### src/rtl/dmux_pkg.sv
// rtl/dmux_pkg.sv - shared constants and types for the 1-to-4 stream demultiplexer
package dmux_pkg;

  // Number of consumer channels and the width of the select that addresses them.
  localparam int NUM_CH = 4;
  localparam int SEL_W  = 2;

  // Stall counter width and the count at which a persistent stall is flagged.
  localparam int                 STALL_W     = 8;
  localparam logic [STALL_W-1:0] STALL_LIMIT = 8'd255;

  // Channel index, as carried by the producer's select.
  typedef logic [SEL_W-1:0] ch_idx_t;

  // One-hot channel mask for a given select value.
  function automatic logic [NUM_CH-1:0] sel_decode(input ch_idx_t sel);
    logic [NUM_CH-1:0] mask;
    mask      = '0;
    mask[sel] = 1'b1;
    return mask;
  endfunction

endpackage

### src/rtl/chan_fifo.sv
// rtl/chan_fifo.sv - per-channel FIFO with a registered head word that holds while empty
module chan_fifo
  import dmux_pkg::*;
#(
  parameter int WIDTH = 32,
  parameter int DEPTH = 2
) (
  input  logic             clk_i,
  input  logic             rst_ni,
  input  logic             push_i,
  input  logic             pop_i,
  input  logic [WIDTH-1:0] data_i,
  output logic             full_o,
  output logic             empty_o,
  output logic [WIDTH-1:0] head_o
);

  // Pointers wrap naturally because DEPTH is a power of two.
  localparam int              AW       = (DEPTH > 1) ? $clog2(DEPTH) : 1;
  localparam int              CW       = AW + 1;
  localparam logic [CW-1:0]   FULL_CNT = CW'(DEPTH);

  logic [WIDTH-1:0] mem_q [DEPTH];
  logic [AW-1:0]    wr_ptr_q, wr_ptr_d;
  logic [AW-1:0]    rd_ptr_q, rd_ptr_d;
  logic [CW-1:0]    count_q, count_d;
  logic [WIDTH-1:0] head_q, head_d;
  logic             do_push, do_pop;

  assign full_o  = (count_q == FULL_CNT);
  assign empty_o = (count_q == '0);

  // Guard against overflow/underflow even if the caller misbehaves.
  assign do_push = push_i && !full_o;
  assign do_pop  = pop_i && !empty_o;

  assign head_o = head_q;

  // Next pointers, occupancy and head word; the head is re-registered so an
  // empty channel keeps showing the last word it delivered.
  always_comb begin
    wr_ptr_d = wr_ptr_q;
    rd_ptr_d = rd_ptr_q;
    count_d  = count_q;
    head_d   = head_q;

    if (do_push) wr_ptr_d = wr_ptr_q + AW'(1);
    if (do_pop)  rd_ptr_d = rd_ptr_q + AW'(1);

    case ({do_push, do_pop})
      2'b10:   count_d = count_q + CW'(1);
      2'b01:   count_d = count_q - CW'(1);
      default: count_d = count_q;
    endcase

    // When the slot about to become head is the one being written this
    // cycle, take the incoming word directly instead of stale storage.
    if (count_d != '0) begin
      if (do_push && (wr_ptr_q == rd_ptr_d)) head_d = data_i;
      else                                   head_d = mem_q[rd_ptr_d];
    end
  end

  // Storage array; contents are don't-care until written, so no reset.
  always_ff @(posedge clk_i) begin
    if (do_push) mem_q[wr_ptr_q] <= data_i;
  end

  // Control state and head register, cleared immediately on reset.
  always_ff @(posedge clk_i or negedge rst_ni) begin
    if (!rst_ni) begin
      wr_ptr_q <= '0;
      rd_ptr_q <= '0;
      count_q  <= '0;
      head_q   <= '0;
    end else begin
      wr_ptr_q <= wr_ptr_d;
      rd_ptr_q <= rd_ptr_d;
      count_q  <= count_d;
      head_q   <= head_d;
    end
  end

endmodule

### src/rtl/dmux4x32_stream.sv
// rtl/dmux4x32_stream.sv - routes one producer stream to four buffered consumer channels
module dmux4x32_stream
  import dmux_pkg::*;
#(
  parameter int WIDTH = 32,
  parameter int DEPTH = 2
) (
  input  logic              CLK,
  input  logic              CLRN,
  input  logic              IN_VALID,
  output logic              IN_READY,
  input  logic [WIDTH-1:0]  IN_DATA,
  input  ch_idx_t           S,
  output logic [NUM_CH-1:0] OUT_VALID,
  input  logic [NUM_CH-1:0] OUT_READY,
  output logic [WIDTH-1:0]  Y0,
  output logic [WIDTH-1:0]  Y1,
  output logic [WIDTH-1:0]  Y2,
  output logic [WIDTH-1:0]  Y3,
  output logic              DROP_ERR
);

  logic [NUM_CH-1:0] full_w;
  logic [NUM_CH-1:0] empty_w;
  logic [NUM_CH-1:0] push_w;
  logic [NUM_CH-1:0] pop_w;
  logic [WIDTH-1:0]  head_w [NUM_CH];

  logic               accept_w;
  logic               stall_w;
  logic [STALL_W-1:0] stall_cnt_q, stall_cnt_d;
  logic               drop_err_q, drop_err_d;

  // Readiness depends only on the selected channel's registered fill state,
  // so there is no combinational path from any consumer's ready.
  assign IN_READY = !full_w[S];
  assign accept_w = IN_VALID && IN_READY;
  assign push_w   = accept_w ? sel_decode(S) : '0;

  // Each consumer pops independently whenever it has data and is ready.
  assign pop_w     = OUT_READY & ~empty_w;
  assign OUT_VALID = ~empty_w;

  for (genvar k = 0; k < NUM_CH; k++) begin : g_ch
    chan_fifo #(
      .WIDTH (WIDTH),
      .DEPTH (DEPTH)
    ) u_fifo (
      .clk_i   (CLK),
      .rst_ni  (CLRN),
      .push_i  (push_w[k]),
      .pop_i   (pop_w[k]),
      .data_i  (IN_DATA),
      .full_o  (full_w[k]),
      .empty_o (empty_w[k]),
      .head_o  (head_w[k])
    );
  end

  assign Y0 = head_w[0];
  assign Y1 = head_w[1];
  assign Y2 = head_w[2];
  assign Y3 = head_w[3];

  // A stalled cycle is one where the producer offers a word that cannot be taken.
  assign stall_w = IN_VALID && !IN_READY;

  // Count consecutive stalled cycles (saturating) and latch the error once the
  // stall runs past the limit; any non-stalled cycle restarts the count.
  always_comb begin
    stall_cnt_d = '0;
    drop_err_d  = drop_err_q;
    if (stall_w) begin
      if (stall_cnt_q == STALL_LIMIT) begin
        stall_cnt_d = stall_cnt_q;
        drop_err_d  = 1'b1;
      end else begin
        stall_cnt_d = stall_cnt_q + STALL_W'(1);
      end
    end
  end

  // Stall counter and sticky error flag.
  always_ff @(posedge CLK or negedge CLRN) begin
    if (!CLRN) begin
      stall_cnt_q <= '0;
      drop_err_q  <= 1'b0;
    end else begin
      stall_cnt_q <= stall_cnt_d;
      drop_err_q  <= drop_err_d;
    end
  end

  assign DROP_ERR = drop_err_q;

endmodule
### config.mk
export PLATFORM = sky130hd
export DESIGN_NAME = dmux4x32_stream
export DESIGN_NICKNAME = d
export VERILOG_FILES = /design/src/rtl/dmux_pkg.sv /design/src/rtl/chan_fifo.sv /design/src/rtl/dmux4x32_stream.sv
export SDC_FILE = /design/constraint.sdc
export NUM_CORES = 1
export LEC_CHECK = 0
export BUFFER_PORTS_ARGS = -buffer_cell sky130_fd_sc_hd__buf_2
export CAP_MARGIN = 20
export CORE_MARGIN = 5
export CORE_UTILIZATION = 30
export CTS_CLUSTER_DIAMETER = 150
export CTS_CLUSTER_SIZE = 40
export DETAILED_ROUTE_END_ITERATION = 8
export PLACE_DENSITY_LB_ADDON = 0.25
export SETUP_SLACK_MARGIN = 0.3
export SYNTH_ARGS = -nofsm -noshare
export SYNTH_HDL_FRONTEND = slang
export SYNTH_SLANG_ARGS = --single-unit
### constraint.sdc
create_clock -name CLK -period 3.6 [get_ports CLK]
set_clock_uncertainty 0.2 [all_clocks]
set_input_delay 0.36 -clock CLK [delete_from_list [all_inputs] [get_ports CLK]]
set_output_delay 0.36 -clock CLK [all_outputs]
set_load 0.1 [all_outputs]
[Word-level counts from Yosys, hierarchy flattened]
Memories as Yosys holds them, arrays and structs flattened. A register that Yosys moved wholly into a read port is not among the register bits.
Index checks and enable logic that the tools add are counted.
Operators by class
  reductions and logical operators: 33
  eq/ne operators: 14
  mux-type cells: 23
  bitwise logic cells: 2
  add/subtract/negate cells: 17
  $lt $le $gt $ge: 2
Operators by type and width (count)
  $eq 2x2->1 const B: 8
  $mux 8: 2
  $pmux 2 s2: 4
  $mux 1: 14
  $logic_not 1->1: 13
  $logic_and 1x1->1: 11
  $add 1x1->1 const B: 8
  $add 2x1->2 const B: 4
  $add 8x1->8 const B: 1
  $eq 2x1->1 const B: 4
  $eq 8x8->1 const B: 1
  $logic_not 2->1: 4
  $reduce_bool 2->1: 4
  $sub 2x1->2 const B: 4
  $and 4x4->4: 1
  $mux 4: 1
  $not 4->4: 1
  $lt 2x3->1 const B: 1
  $bmux 1 s2: 1
  $demux 1 s2: 1
  $ge 2x1->1 const B: 1
  $ne 2x2->1 const B: 1
  $reduce_and 2->1: 1
Word-level totals
  bits of input ports: 41
  output and inout bits: 134
  bits in registers: 25
  memories kept: 4
  word-level logic and storage cells: 109
  bits in writable memories: 256
Memory list
  g_ch[0].u_fifo.mem_q: depth 2, bits a word 32, rd ports 1, clocked after memory_dff 1, write ports 1, RTL line chan_fifo.sv:23  | logic [WIDTH-1:0] mem_q [DEPTH];
  g_ch[1].u_fifo.mem_q: depth 2, bits a word 32, rd ports 1, clocked after memory_dff 1, write ports 1, RTL line chan_fifo.sv:23
  g_ch[2].u_fifo.mem_q: depth 2, bits a word 32, rd ports 1, clocked after memory_dff 1, write ports 1, RTL line chan_fifo.sv:23
  g_ch[3].u_fifo.mem_q: depth 2, bits a word 32, rd ports 1, clocked after memory_dff 1, write ports 1, RTL line chan_fifo.sv:23

[Depth between registers and ports, before layout]
  depth in word-level cells: 10
  mapped depth: 9
  mapped depth without buffers: 7

[Modules after synthesis]
A second synthesis with hierarchy kept.
Unflattened totals
  cell total of the unflattened synthesis: 1478
  area, all modules: 18144.9 um2
Modules (own cells, without submodules)
  chan_fifo: times used 4, area each 4393.0 um2, seq. area each 2822.7 um2, cells an instance 355
  dmux4x32_stream: times used 1, area each 573.0 um2, seq. area each 225.2 um2, cells an instance 58

[Worst setup path before layout]
OpenSTA, ideal clock, no wires.
  path type: register to register
  start point: reg g_ch[1].u_fifo.count_q[0]
  end point: mem g_ch[1].u_fifo.mem_q[0][0] (enable)
  buffers on the path: 1
  data required time: 2.979 ns
  library setup time: 0.421 ns
  setup slack: 0.791 ns
  clock period less this slack: 2.809 ns
  arrival: 2.188 ns
  cell stages (with the launch flop): 5
  path through: dfrtp_1 -> buf_4 -> nand2b_1 -> nand4b_2 -> nor2_1
Between the ends
  longest elaborated chain between the ends: 9
  elaborated cells between the ends (all ways): 10
RTL lines
  start, declared: RTL line chan_fifo.sv:26  | logic [CW-1:0] count_q, count_d;
  start signal, assigned: RTL line chan_fifo.sv:79  | count_q <= count_d;
  $eq 2x2->1 (*): RTL line chan_fifo.sv:30  | assign full_o = (count_q == FULL_CNT);
  $bmux 1 s2: RTL line dmux4x32_stream.sv:36  | assign IN_READY = !full_w[S];
  $mux 1 (not written as such): RTL line dmux4x32_stream.sv:36
  $logic_not 1->1: RTL line dmux4x32_stream.sv:36
  $logic_and 1x1->1: RTL line dmux4x32_stream.sv:37  | assign accept_w = IN_VALID && IN_READY;
  $mux 4: RTL line dmux4x32_stream.sv:38  | assign push_w = accept_w ? sel_decode(S) : '0;
  $logic_and 1x1->1 (*): RTL line chan_fifo.sv:34  | assign do_push = push_i && !full_o;
  $mux 1 (*): RTL line chan_fifo.sv:66  | if (do_push) mem_q[wr_ptr_q] <= data_i;
  $mux 1 (not written as such) (*): RTL line chan_fifo.sv:66
  end, declared: RTL line chan_fifo.sv:23
Every way passes the cells marked *; elsewhere a longest branch is shown, timed or not. The select of a mux whose other input is x is not followed.

[Worst setup path in the final report]
  start point: reg g_ch[0].u_fifo.count_q[0]
  end point: reg g_ch[0].u_fifo.head_q[0], read port of g_ch[0].u_fifo.mem_q
Between the ends
  longest elaborated chain between the ends: 10
  elaborated cells between the ends (all ways): 20
RTL lines
  start, declared: RTL line chan_fifo.sv:26
  start signal, assigned: RTL line chan_fifo.sv:79
  $eq 2x2->1: RTL line chan_fifo.sv:30
  $bmux 1 s2: RTL line dmux4x32_stream.sv:36
  $mux 1 (not written as such): RTL line dmux4x32_stream.sv:36
  $logic_not 1->1: RTL line dmux4x32_stream.sv:36
  $logic_and 1x1->1: RTL line dmux4x32_stream.sv:37
  $mux 4: RTL line dmux4x32_stream.sv:38
  $logic_and 1x1->1: RTL line chan_fifo.sv:34
  $eq 2x1->1 or $eq 2x2->1 (tied branches): RTL line chan_fifo.sv:50  | case ({do_push, do_pop})
  $pmux 2 s2: RTL line chan_fifo.sv:50
  $reduce_bool 2->1: RTL line chan_fifo.sv:58  | if (count_d != '0) begin
  end, declared: RTL line chan_fifo.sv:27  | logic [WIDTH-1:0] head_q, head_d;
Several ways; a longest one is shown, not always the timed one. The select of a mux whose other input is x is not followed.
A chain may end at the register's enable or synchronous reset.

==> reports/metrics.csv <==
stage;metric;value;unit
run_status;status;complete, no violations;
worst_setup_path;worstPathArrival;3.25;ns
clock_network;cts_setup_buffers;0;
sta;worst_pin_slew;1.03;ns
sta;period_share;0.844;
yosys;postSynthAreaPerCell;16.3;µm²
yosys;async_flop_share;0.374;
clock_network;clock_sinks;409;
flow_run;max_cap_violations;0;
clock_network;clk_latency;0.53;ns
worst_setup_path;crit_path_start_kind;flip-flop;
final_layout;diodes;0;
clock_network;cts.repair.resized;0;
global_route;grt_pass1_vias;9586;
clock_network;cts_tree;yes;
detailed_routing;vias;9427;
placement;place_congestion;0.738;
worst_setup_path;crit_path_end_kind;flip-flop;
yosys;ys_seq_area_frac;0.698;
worst_setup_path;worstPathRequired;3.81;ns
sta;finalSetupViolations;0;
global_route;overflow;0;
detailed_routing;detail-route-antenna-nets;0;
global_route;grt_max_degree;64;
sta;rsz0062_at_grt;false;
floorplanning;core_area;54800;µm²
sta;fmax;0.329;GHz
global_route;grt_pass1_wl;67800;µm
floorplanning;die_h;245;µm
sta;period_needed;3.04;ns
detailed_routing;route.final.wire_length;45900;µm
clock_network;ctsHtreeMaxLevel;1;
sta;hold_viol;0;
detailed_routing;routedWlPerCell;23.7;µm
yosys;synth_edf_count;256;
hold_path;min_path_type;input pin to flip-flop;
final_layout;syn2layout_area_growth;16.4;%
detailed_routing;drc_errors;0;
clock_network;cts-buffers-inserted;14;
floorplanning;io_pins;175;
yosys;ys_ff_latch;409;
clock_network;cts_root_buf;clkbuf_16;
detailed_routing;viasPerCell;4.88;
worst_setup_path;crit_fanout;32;
yosys;syn_area;16500;µm²
worst_setup_path;reg2reg_slack;0.56;ns
clock_network;hold_buffers;33;
floorplanning;initial_core_util;0.301;
placement;dpl.hpwl;30300;µm
detailed_routing;drt_iter0_markers;623;
final_layout;drive_gt1_frac;0.283;
floorplanning;row_count;86;
final_layout;final_common_cell;edfxtp_1;
sta;finalSetupTns;0;ns
yosys;synth_ff_type;edfxtp_1;
yosys;synth_nets;1059;
worst_setup_path;worst-setup-path-type;flip-flop to flip-flop;
yosys;syn_inst;1013;
final_layout;nets;1267;
global_route;antenna_found_initial;2;
clock_network;clockBufferDepth;3;
final_layout;mostFrequentLayoutCells;256 x edfxtp_1, 173 x buf_2, 153 x dfrtp_1, 139 x nor2_1, 130 x mux2i_1;
sta;drv_slew;0;
floorplanning;die_x;245;µm
clock_network;cts.clk_slew.worst_paths;0.15;ns
yosys;synth.distinct_cells;47;
floorplanning;dieArea;59800;µm²
yosys;ys_warn_count;0;
detailed_routing;drtPass1Iterations;6;
global_route;grtUsageTotal;0.150;
placement;io_buffers;174;
sta;slew_headroom;0.315;
[state kept, by name, summed over array words and instances, names as in the netlist]
register / cells
DROP_ERR: 1
g_ch.u_fifo.count_q: 8
g_ch.u_fifo.head_o: 128
g_ch.u_fifo.mem_q: 256
g_ch.u_fifo.rd_ptr_q: 4
g_ch.u_fifo.wr_ptr_q: 4
stall_cnt_q: 8
[stage by stage]
stage	utilization	instance area (µm²)	setup WS [ns]	cells	hold WS [ns]
global route	0.351	19200	0.366	1933	0.119
CTS	0.351	19200	0.510	1933	0.0905
floorplan	-	16500	0.791	1013	-0.136
global placement	0.336	18400	0.426	1876	0.219
detailed placement	0.336	18400	0.396	1876	0.216
finish	0.351	19200	0.562	1933	0.109
[synth_stat cells, types with 5 or more instances]
master | instances | area, µm²
dfrtp_1 | 153 | 3830
or2_2 | 5 | 31.3
xnor2_1 | 20 | 175
nor2_1 | 146 | 548
buf_2 | 11 | 55.1
edfxtp_1 | 256 | 7690
a221oi_2 | 73 | 1100
nand2_1 | 5 | 18.8
nor3b_2 | 5 | 62.6
inv_1 | 41 | 154
mux2i_1 | 130 | 1300
clkbuf_1 | 13 | 48.8
a221oi_1 | 51 | 447
buf_4 | 27 | 203
and4bb_1 | 6 | 75.1
ha_1 | 5 | 62.6
[path summary, 6_finish.rpt]
check | startpoint | end | depth (start not counted)
setup / recovery | g_ch[0].u_fifo.count_q[0]$_DFF_PN0_ | g_ch[0].u_fifo.head_o[0]$_DFFE_PN0P_ | 9
hold / removal | OUT_READY[0] | g_ch[0].u_fifo.rd_ptr_q$_DFF_PN0_ | 4
setup reg to reg | g_ch[0].u_fifo.count_q[0]$_DFF_PN0_ | g_ch[0].u_fifo.head_o[0]$_DFFE_PN0P_ | 9
hold reg to reg | DROP_ERR$_DFFE_PN0P_ | DROP_ERR$_DFFE_PN0P_ | 1
max in group asynchronous | CLRN | g_ch[1].u_fifo.head_o[0]$_DFFE_PN0P_ | 3
min in group asynchronous | CLRN | stall_cnt_q[4]$_DFFE_PN0N_ | 2
[area by class of cell]
cell class,instances,area (µm²)
fillers,5228,35600
clock inverters,2,41.3
repair buffers,246,1640
clock buffers,22,402
multi-input cells,509,4570
well taps,704,881
inverters,41,154
flip-flops and latches,409,11500
[layer usage]
| layer | part of all wire | up-vias | global-route usage | wire, µm |
|---|---|---|---|---|
| li1 | - | 4258 | - | - |
| met1 | 0.46 | 4953 | 0.213 | 21100 |
| met5 | 0 | - | 0 | 0 |
| met3 | 0.032 | 34 | 0.0158 | 1450 |
| met4 | 0.016 | 0 | 0.0226 | 727 |
| met2 | 0.49 | 182 | 0.258 | 22700 |
[worst max-delay path, cell delays in order, from the launching register on]
cell and delay [ns]:
dfrtp_1 0.49, nand2b_1 0.20, nand2_1 0.23, ha_1 0.43
and4bb_1 0.26, nor3_4 0.20, buf_4 0.29, o21a_2 0.20
buf_12 0.27, a221oi_1 0.12
[kinds of logic (layout without fill, tap and decap cells)]
logic type,Yosys count,count (layout),share of synthesized area
mux,131,131,0.0802
simple gates,198,198,0.0617
flops,409,409,0.698
fa+ha+maj,5,5,0.00379
xor+xnor,30,30,0.0214
compound gates,145,145,0.105
buf+inv,95,311,0.0300
Power is left out: the tool's default activity adds up to more than one toggle a clock period on the data nets, which glitch-free logic cannot reach.
